[src/rtl/adc_peak_detector.sv]
// Windowed peak-magnitude and full-scale detector for a dual-channel packed ADC stream.
// Results are published once per window of 2**WINDOW_LOG2 valid samples.
module adc_peak_detector #(
    parameter int unsigned AXIS_DATA_SIZE = 32,
    parameter int unsigned ZMOD_DATA_SIZE = 14,
    parameter int unsigned WINDOW_LOG2    = 10
) (
    input  logic                      i_sys_clock,
    input  logic                      i_reset_n,
    input  logic                      i_enable,
    input  logic [AXIS_DATA_SIZE-1:0] i_adc_data,
    input  logic                      i_adc_data_valid,
    output logic [ZMOD_DATA_SIZE-1:0] o_ch1_peak,
    output logic [ZMOD_DATA_SIZE-1:0] o_ch2_peak,
    output logic [1:0]                o_clip,
    output logic                      o_peak_valid
);

    localparam int unsigned CNT_W   = WINDOW_LOG2 + 1;
    localparam int unsigned CH1_LSB = AXIS_DATA_SIZE - ZMOD_DATA_SIZE;
    localparam int unsigned CH2_LSB = AXIS_DATA_SIZE / 2 - ZMOD_DATA_SIZE;

    localparam logic [CNT_W-1:0]          WINDOW_LEN = CNT_W'(1) << WINDOW_LOG2;
    localparam logic [ZMOD_DATA_SIZE-1:0] POS_FULL   = {1'b0, {(ZMOD_DATA_SIZE-1){1'b1}}};
    localparam logic [ZMOD_DATA_SIZE-1:0] NEG_FULL   = {1'b1, {(ZMOD_DATA_SIZE-1){1'b0}}};

    typedef enum logic [1:0] {
        ST_IDLE    = 2'd0,
        ST_ACQUIRE = 2'd1,
        ST_REPORT  = 2'd2
    } state_e;

    state_e                    state_q,     state_d;
    logic [CNT_W-1:0]          cnt_q,       cnt_d;
    logic [ZMOD_DATA_SIZE-1:0] ch1_max_q,   ch1_max_d;
    logic [ZMOD_DATA_SIZE-1:0] ch2_max_q,   ch2_max_d;
    logic [1:0]                clip_acc_q,  clip_acc_d;
    logic [ZMOD_DATA_SIZE-1:0] ch1_peak_q,  ch1_peak_d;
    logic [ZMOD_DATA_SIZE-1:0] ch2_peak_q,  ch2_peak_d;
    logic [1:0]                clip_q,      clip_d;
    logic                      peak_valid_q, peak_valid_d;

    logic [ZMOD_DATA_SIZE-1:0] ch1_raw_c,  ch2_raw_c;
    logic [ZMOD_DATA_SIZE-1:0] ch1_abs_c,  ch2_abs_c;
    logic [1:0]                samp_clip_c;
    logic                      seed_c;
    logic [CNT_W-1:0]          base_cnt_c,  fold_cnt_c;
    logic [ZMOD_DATA_SIZE-1:0] base_ch1_c,  fold_ch1_c;
    logic [ZMOD_DATA_SIZE-1:0] base_ch2_c,  fold_ch2_c;
    logic [1:0]                base_clip_c, fold_clip_c;
    logic                      unused_bits_c;

    // Magnitude in the sample width; the most negative code maps to 2**(W-1) without overflow.
    function automatic logic [ZMOD_DATA_SIZE-1:0] abs_mag(input logic [ZMOD_DATA_SIZE-1:0] x);
        return x[ZMOD_DATA_SIZE-1] ? (~x + ZMOD_DATA_SIZE'(1)) : x;
    endfunction

    assign ch1_raw_c = i_adc_data[CH1_LSB +: ZMOD_DATA_SIZE];
    assign ch2_raw_c = i_adc_data[CH2_LSB +: ZMOD_DATA_SIZE];
    // Spare bus bits carry no sample data and are deliberately ignored.
    assign unused_bits_c = ^i_adc_data;

    assign ch1_abs_c      = abs_mag(ch1_raw_c);
    assign ch2_abs_c      = abs_mag(ch2_raw_c);
    assign samp_clip_c[0] = (ch1_raw_c == POS_FULL) || (ch1_raw_c == NEG_FULL);
    assign samp_clip_c[1] = (ch2_raw_c == POS_FULL) || (ch2_raw_c == NEG_FULL);

    // Outside ACQUIRE a new window starts from empty accumulators (seeding from the REPORT cycle).
    assign seed_c      = (state_q != ST_ACQUIRE);
    assign base_cnt_c  = seed_c ? '0 : cnt_q;
    assign base_ch1_c  = seed_c ? '0 : ch1_max_q;
    assign base_ch2_c  = seed_c ? '0 : ch2_max_q;
    assign base_clip_c = seed_c ? '0 : clip_acc_q;

    assign fold_cnt_c  = base_cnt_c + CNT_W'(1);
    assign fold_ch1_c  = (ch1_abs_c > base_ch1_c) ? ch1_abs_c : base_ch1_c;
    assign fold_ch2_c  = (ch2_abs_c > base_ch2_c) ? ch2_abs_c : base_ch2_c;
    assign fold_clip_c = base_clip_c | samp_clip_c;

    always_ff @(posedge i_sys_clock or negedge i_reset_n) begin
        if (!i_reset_n) begin
            state_q      <= ST_IDLE;
            cnt_q        <= '0;
            ch1_max_q    <= '0;
            ch2_max_q    <= '0;
            clip_acc_q   <= '0;
            ch1_peak_q   <= '0;
            ch2_peak_q   <= '0;
            clip_q       <= '0;
            peak_valid_q <= 1'b0;
        end else begin
            state_q      <= state_d;
            cnt_q        <= cnt_d;
            ch1_max_q    <= ch1_max_d;
            ch2_max_q    <= ch2_max_d;
            clip_acc_q   <= clip_acc_d;
            ch1_peak_q   <= ch1_peak_d;
            ch2_peak_q   <= ch2_peak_d;
            clip_q       <= clip_d;
            peak_valid_q <= peak_valid_d;
        end
    end

    always_comb begin
        state_d      = state_q;
        cnt_d        = cnt_q;
        ch1_max_d    = ch1_max_q;
        ch2_max_d    = ch2_max_q;
        clip_acc_d   = clip_acc_q;
        ch1_peak_d   = ch1_peak_q;
        ch2_peak_d   = ch2_peak_q;
        clip_d       = clip_q;
        peak_valid_d = 1'b0;

        case (state_q)
            ST_IDLE: begin
                if (i_enable) begin
                    state_d    = ST_ACQUIRE;
                    cnt_d      = '0;
                    ch1_max_d  = '0;
                    ch2_max_d  = '0;
                    clip_acc_d = '0;
                end
            end
            ST_ACQUIRE, ST_REPORT: begin
                if (!i_enable) begin
                    // Abort: partial window is dropped, published results stay untouched.
                    state_d    = ST_IDLE;
                    cnt_d      = '0;
                    ch1_max_d  = '0;
                    ch2_max_d  = '0;
                    clip_acc_d = '0;
                end else begin
                    state_d    = ST_ACQUIRE;
                    cnt_d      = base_cnt_c;
                    ch1_max_d  = base_ch1_c;
                    ch2_max_d  = base_ch2_c;
                    clip_acc_d = base_clip_c;
                    if (i_adc_data_valid) begin
                        cnt_d      = fold_cnt_c;
                        ch1_max_d  = fold_ch1_c;
                        ch2_max_d  = fold_ch2_c;
                        clip_acc_d = fold_clip_c;
                        if (fold_cnt_c == WINDOW_LEN) begin
                            state_d      = ST_REPORT;
                            ch1_peak_d   = fold_ch1_c;
                            ch2_peak_d   = fold_ch2_c;
                            clip_d       = fold_clip_c;
                            peak_valid_d = 1'b1;
                        end
                    end
                end
            end
            default: begin
                state_d = ST_IDLE;
            end
        endcase
    end

    assign o_ch1_peak   = ch1_peak_q;
    assign o_ch2_peak   = ch2_peak_q;
    assign o_clip       = clip_q;
    assign o_peak_valid = peak_valid_q;

endmodule

[config.mk]
export PLATFORM = sky130hd
export DESIGN_NAME = adc_peak_detector
export DESIGN_NICKNAME = d
export VERILOG_FILES = /design/src/rtl/adc_peak_detector.sv
export SDC_FILE = /design/constraint.sdc
export NUM_CORES = 1
export LEC_CHECK = 0
export CAP_MARGIN = 20
export CORE_ASPECT_RATIO = 0.6
export CORE_UTILIZATION = 55
export DETAILED_ROUTE_END_ITERATION = 10
export GPL_ROUTABILITY_DRIVEN = 0
export HOLD_SLACK_MARGIN = 0.12
export PLACE_DENSITY = 0.78
export SETUP_SLACK_MARGIN = 0.4
export SLEW_MARGIN = 20
export SYNTH_ARGS = -nofsm -noshare
export SYNTH_HDL_FRONTEND = slang
export SYNTH_SLANG_ARGS = --single-unit
[constraint.sdc]
create_clock -name i_sys_clock -period 4.55 [get_ports i_sys_clock]
set_input_delay 1.1375 -clock i_sys_clock [delete_from_list [all_inputs] [get_ports i_sys_clock]]
set_output_delay 1.1375 -clock i_sys_clock [all_outputs]
set_load 0.02 [all_outputs]
==> impl_results.md, run 1 <==
- Status: finished, final reports clean
- Die area: 9581 µm²
- Final HPWL DP: 10.24 mm
- TritonCTS clock tree: done
- Synth unique cells: 50
- Critical-path top delay cell: or4_4
- Final clock skew: 0.009984 ns
- Sequential area share after synthesis: 0.3667
- Number of global-route vias before repair: 4974
- Gr ovfl total: 0
- Critical path class: in -> reg
- Share of cells above drive strength 1: 0.3119
- Async S/R FF share, synth: 1.000
- Worst Hold Class: reg -> reg
- Worst setup SP type: input port
- Pins over their slew limit: 0
- WL/cell: 22.16 µm
- Pin count of the biggest net entering global routing: 75
- Ports: 67
- Final Non-Filler Cells: 811
- Via density: 6.570
- R2R depth: 12
- Syn Area/Cell: 9.510 µm²
- DR pass1 iterations: 7
- Clk buf depth: 2
- Setup violators final: 0
- Worst reg-to-reg setup slack: 0.60 ns
- Share of the synthesized area in the top cell type: 0.3667
- Clock Latency Late Sink: 0.35 ns
- Worst Setup EP: o_ch2_peak[11]
- Required time worst endpoint: 4.78 ns
- Root Buffer: clkbuf_16
- Most frequent cells in the layout: 100 x buf_4, 74 x dfrtp_1, 48 x nand2_1
- DRT antenna net count: 0
- Worst Max-Slew Pin Slew: 0.9523 ns
- Most common cell after layout, fill and taps aside: buf_4
- Final Cell Area: 7308 µm²
- Worst endpoint data arrival time: 4.61 ns
- Dpl cell area: 6267 µm²
- DR DRC count: 0
- Top post-synthesis cells by area: dfrtp_1 37%, ha_1 9.2%, mux2i_1 6.7%
- Worst-path clk slew: 0.06 ns
- Total Wirelength: 17.97 mm
- Vias: 5328
- Post-synth top flop: dfrtp_1
- Power per standard cell area: 332.4 nW/µm²
- Fin. Hold Viols: 0
- H-Tree Depth: 3
- FP Rows: 26
- R2R Path Start: state_q[1]
- Max Clock Freq: 228.2 MHz
- Area Overhead vs Synth: 44.72%
- Tmin final: 4.383 ns
- Core Util, Final: 0.8383
- Post-synthesis net count: 604
- FF-to-FF End: o_ch2_peak[10]
- Cell leakage power: 3.530 nW
- Detailed Route Iter0 Violations: 685
- Diodes inserted: 0
- Worst path max stage delay: 0.44 ns
- Clock Sink Count: 74
- CP max FO: 7
- Total CTS buffers: 9
- Post-synth EDFFs: 0
- FF+latch count, synth: 74
- Core Footprint: 8718 µm²
- Post-synthesis cell area: 5050 µm²
- Fin crit share: 0.9633
- Number of fill cells: 435
- Gr usage total: 0.3364
- IO Port Bufs: 62
- Nets: 767
- Unrepaired setup endpoints after global routing: yes
- Initial antenna violation count: 0
- Chip Width: 125.7 µm
- Synthesis Warnings: 0
- Crit path from: i_adc_data[8]
- Yosys top cell by area: dfrtp_1
- Slew headroom: 0.3651
- Synthesized instance count: 531
- First-pass GRT wire length: 25.07 mm
- Starting Density: 0.5792
- Max IR drop VDD: 0.3189 mV
- Crit-path cells: clkdlybuf4s15_1 -> or4_4 -> or2_4 -> o21ai_2 -> xor2_1 -> inv_1 -> ha_4 -> nand4_1 -> buf_4 -> nor2_2 -> o31ai_1 -> buf_4 -> a21boi_4 -> buf_6 -> mux2_2 -> mux2_2
- CP Capture Type: register
- Die Y-Extent: 76.22 µm
- Post-Place Cells: 757
- Max Cap Violations: 0
==> logic make-up after synthesis <==
| logic type | count (synthesis) | synth area share |
|---|---|---|
| buffers and inverters | 65 | 0.05525 |
| XOR/XNOR | 27 | 0.04683 |
| AO/OA/AOI/OAI | 115 | 0.1539 |
| AND/OR/NAND/NOR | 153 | 0.1603 |
| flip-flops | 74 | 0.3667 |
| adder cells (fa/ha/maj) | 37 | 0.09167 |
| multiplexers | 60 | 0.1254 |
==> cell type report <==
| cell class | instances | area (µm²) | area share |
|---|---|---|---|
| Multi-Input combinational cell | 392 | 3321 | 0.4544 |
| Sequential cell | 74 | 1852 | 0.2534 |
| Inverter | 46 | 175.2 | 0.02397 |
| Clock inverter | 7 | 103.9 | 0.01421 |
| Timing Repair Buffer | 171 | 1491 | 0.2041 |
| Clock buffer | 9 | 225.2 | 0.03082 |
| Tap cell | 112 | 140.1 | 0.01917 |
==> flip-flops by register name (all words and copies together), names as in the netlist <==
| name | flops |
|---|---|
| o_clip | 2 |
| o_peak_valid | 1 |
| state_q | 2 |
| clip_acc_q | 2 |
| ch2_max_q | 14 |
| o_ch2_peak | 14 |
| ch1_max_q | 14 |
| cnt_q | 11 |
| o_ch1_peak | 14 |
==> timing repair <==
action / 4_1_cts / 5_1_grt
resized for setup: 73 / 56
hold buffers: 0 / 0
hold endpoints to repair: 0 / 0
cloned: 0 / 0
setup buffers: 30 / 8
pin swaps: 22 / 30
setup endpoints to repair: 56 / 56
==> critical path: cells and delay by family <==
family | cells | cell delay (ns)
muxes | 2 | 0.59
buffers and inverters | 5 | 0.89
and+or+nand+nor | 4 | 1.03
AOI/OAI and AO/OA | 3 | 0.43
adders and majority gates | 1 | 0.29
xor gates and xnor gates | 1 | 0.23
==> metal layers <==
metal	global-route usage	up-vias	share of wire
met1	0.4544	2536	0.40
met2	0.5333	425	0.44
met3	0.07374	133	0.11
met5	0	-	0
li1	-	2234	-
met4	0.1195	0	0.057
==> cells in the mapped netlist, types with 2 or more instances <==
library cell   n
mux2_2        26
nand3_1       11
nand3b_1       2
nand2b_1       5
o41ai_1        3
mux2i_1       34
o31ai_1       10
xor2_1         8
nor3_1         5
nor4_1         6
nor2_1        13
dfrtp_1       74
a22o_1        27
buf_2          4
nand4_1       19
nor2b_1        4
clkbuf_1      11
ha_1          37
or2_2          2
xnor2_1       19
o21ai_0       44
or2_4          2
buf_6          2
a21boi_0       4
or4_1          3
nand2_1       49
and2_1        19
inv_1         46
a21oi_1       18
or3_1          4
==> per-stage QoR <==
| step | power [mW] | TNS [ns] | worst slack (ns) | hold WS (ns) |
|---|---|---|---|---|
| 6_report | 2.429 | 0 | 0.1670 | 0.4915 |
| 5_1_grt | 2.509 | 0 | 0.1042 | 0.5127 |
| 4_1_cts | 2.302 | 0 | 0.3573 | 0.4779 |
| 3_5_place_dp | 1.441 | -16.81 | -0.4790 | 0.4648 |
| 3_3_place_gp | 1.407 | -11.43 | -0.3064 | 0.4571 |
| 2_1_floorplan | 1.167 | 0 | 0.3485 | 0.4424 |
==> power breakdown <==
part | leakage (nW) | switching [mW] | internal, mW
registers | 0.988 | 0.0296 | 0.699
logic | 2.38 | 0.523 | 0.388
clock network | 0.160 | 0.305 | 0.485
==> how the worst min path moves through the flow <==
stage | start | endpoint | slack (ns) | depth (start not counted)
2_1_floorplan | ch1_max_q[5] | ch1_max_q[5] | 0.44 | 2
3_3_place_gp | ch1_max_q[8] | ch1_max_q[8] | 0.46 | 2
3_5_place_dp | ch1_max_q[5] | ch1_max_q[5] | 0.46 | 2
4_1_cts | ch1_max_q[5] | ch1_max_q[5] | 0.48 | 2
5_1_grt | ch1_max_q[5] | ch1_max_q[5] | 0.51 | 2
6_report | ch1_max_q[5] | ch1_max_q[5] | 0.49 | 2
Note: power is estimated with default switching activity, not from simulation.
==> run 2, diff against run 1 <==
- CORE_ASPECT_RATIO: 0.6 -> default
- CORE_UTILIZATION: 55 -> 50
- PLACE_DENSITY: 0.78 -> 0.72
==> run 2 against run 1 <==
Clock skew is 0.0023 ns higher. Global-route usage is 5.3 points lower. Cell area shrank 2.5%. Final cell count is 2.3% higher. Hold slack better by 0.011 ns. Sequential share of layout area up 0.65 points. Clock power fell by 26%. Wire length is 19% lower.
==> impl_results.md, run 2 (same netlist as run 1, synthesis figures left out) <==
- Final Power: 2.182 mW (-10%)
- Status: finished, final reports clean
- Worst endpoint data arrival time: 4.49 ns (-0.12 ns)
- Fin. Hold Viols: 0 (unchanged)
- Gr usage total: 0.2838 (-0.05255)
- Number of global-route vias before repair: 4890 (-1.7%)
- WL/cell: 17.56 µm (-21%)
- Dpl cell area: 6228 µm² (-0.62%)
- Nets: 765 (-0.26%)
- Slew headroom: 0.3612 (-0.003884)
- Detailed Route Iter0 Violations: 247 (-64%)
- IO Port Bufs: 62 (unchanged)
- Met3 Wirelength: 738 µm (-61%)
- Required time worst endpoint: 4.80 ns (+0.02 ns)
- Die Y-Extent: 102.5 µm (+34%)
- DRT antenna net count: 0 (unchanged)
- Diodes inserted: 0 (unchanged)
- Vias: 4831 (-9.3%)
- TritonCTS clock tree: done
- Fin crit share: 0.9322 (-0.03110)
- CP max FO: 6 (-1)
- Share of cells above drive strength 1: 0.2999 (-0.01202)
- Final HPWL DP: 9.005 mm (-12%)
- Area Overhead vs Synth: 41.13%
- Worst-path clk slew: 0.08 ns (+0.02 ns)
- Number of fill cells: 689 (+58%)
- Gr ovfl total: 0 (unchanged)
- Unrepaired setup endpoints after global routing: yes
- Core Footprint: 9774 µm² (+12%)
- Metal1 wirelength: 6.280 mm (-12%)
- Total Wirelength: 14.58 mm (-19%)
- Most frequent cells in the layout: 98 x buf_4, 74 x dfrtp_1, 49 x nand2_1
- Initial antenna violation count: 0 (unchanged)
- DR pass1 iterations: 5 (-2)
- Pins over their slew limit: 0 (unchanged)
- Post-route setup slack: 0.3085 ns (+0.1415 ns)
- Tmin final: 4.242 ns (-0.1415 ns)
- Critical path class: in -> reg
- H-Tree Depth: 3 (unchanged)
- Worst setup SP type: input port
- CP Capture Type: register
- Worst Hold Class: reg -> reg
- Die area: 10510 µm² (+9.6%)
- Final clock skew: 0.01228 ns (+0.002291 ns)
- Root Buffer: clkbuf_8
- Cell leakage power: 3.423 nW (-3.0%)
- Most common cell after layout, fill and taps aside: buf_4
- FP Rows: 36 (+38%)
- Clock Sink Count: 74 (unchanged)
- Power per standard cell area: 306.1 nW/µm² (-7.9%)
- Final Cell Area: 7127 µm² (-2.5%)
- Via density: 5.820 (-11%)
- Clock Latency Late Sink: 0.36 ns (about the same)
- DR WL met2: 7.167 mm (-9.3%)
- Clk buf depth: 2 (unchanged)
- Starting Density: 0.5166 (-0.06258)
- Max Cap Violations: 0 (unchanged)
- First-pass GRT wire length: 23.05 mm (-8.0%)
- Top sig layer: met4
- Ports: 67 (unchanged)
- Max Clock Freq: 235.8 MHz (+3.3%)
- Setup violators final: 0 (unchanged)
- Worst Max-Slew Pin Slew: 0.9582 ns (+0.005827 ns)
- Max IR drop VDD: 0.1966 mV (-38%)
- DR DRC count: 0 (unchanged)
- Chip Width: 102.5 µm (-18%)
- Pin count of the biggest net entering global routing: 75 (unchanged)
- Total CTS buffers: 9 (unchanged)
- Place WS: -0.3836 ns (+0.09548 ns)
==> run 2: changes by cell type in the layout (fill, tap and decap cells not counted), moves of 4 or more <==
cell,change
mux2_2,+5
clkbuf_8,+9
mux2_4,-5
clkdlybuf4s50_1,+4
clkbuf_16,-8
==> run 2: per-layer routing <==
metal,vias to the layer above,GRT usage
met3,36,0.05085
met1,2383,0.3627
li1,2221,-
met2,191,0.4738
met5,-,0
met4,0,0.1187
==> run 2: path summary, 6_finish.rpt <==
path                                from            end  slack, ns  depth (start not counted)
max reg2reg                   state_q[1]  o_ch2_peak[0]       0.83                         11
max in group asynchronous      i_reset_n   ch1_max_q[2]       3.00                          1
min reg2reg                 ch1_max_q[2]   ch1_max_q[2]       0.50                          1
min in group asynchronous      i_reset_n  ch2_max_q[11]       0.90                          1
min                         ch1_max_q[2]   ch1_max_q[2]       0.50                          1
max                        i_adc_data[5]  o_ch2_peak[0]       0.31                         13
==> run 2: per-stage QoR <==
stage | instances | hold slack [ns] | utilization | setup TNS (ns)
5_1_grt | 830 | 0.5079 | 0.7291 | 0
4_1_cts | 820 | 0.4834 | 0.7015 | 0
3_3_place_gp | 771 | 0.4565 | 0.6372 | -9.760
6_report | 830 | 0.5021 | 0.7291 | 0
3_5_place_dp | 771 | 0.4627 | 0.6372 | -11.98
2_1_floorplan | 531 | 0.4424 | - | 0
==> run 2: worst max-delay path: stages <==
cell,delay (ns)
buf_6,0.09
or4_4,0.54
or2_4,0.30
o41ai_4,0.26
xnor2_2,0.11
ha_1,0.31
nand4_1,0.20
buf_4,0.22
or4_4,0.43
a21boi_4,0.17
buf_12,0.15
mux2_4,0.30
mux2_4,0.27
==> run 2: layout make-up <==
class / count / area, µm² / area share
clock inverter: 5 / 86.33 / 0.01211
inverter: 46 / 175.2 / 0.02458
multi-input combinational: 392 / 3212 / 0.4507
tap: 133 / 166.4 / 0.02335
clock buffer: 11 / 131.4 / 0.01843
sequential: 74 / 1852 / 0.2598
timing repair buffer: 169 / 1504 / 0.2110
==> run 2: what timing repair did <==
action / CTS / global route
gates cloned: 2 / 1
resized for setup: 60 / 50
endpoints found under the setup margin: 47 / 57
pin swaps: 21 / 19
buffers inserted: 31 / 9
hold buffers: 0 / 0
==> run 2: report_power, final <==
group,internal [mW],switching [mW],total (mW)
clock,0.313,0.268,0.581
sequential,0.698,0.0277,0.725
combinational,0.398,0.478,0.875
total,1.41,0.773,2.18
==> run 3, diff against run 2 <==
- CTS_CLUSTER_SIZE: default -> 16
==> results of run 3 <==
No change in the layout: final DEF, timing and power equal those of run 2.
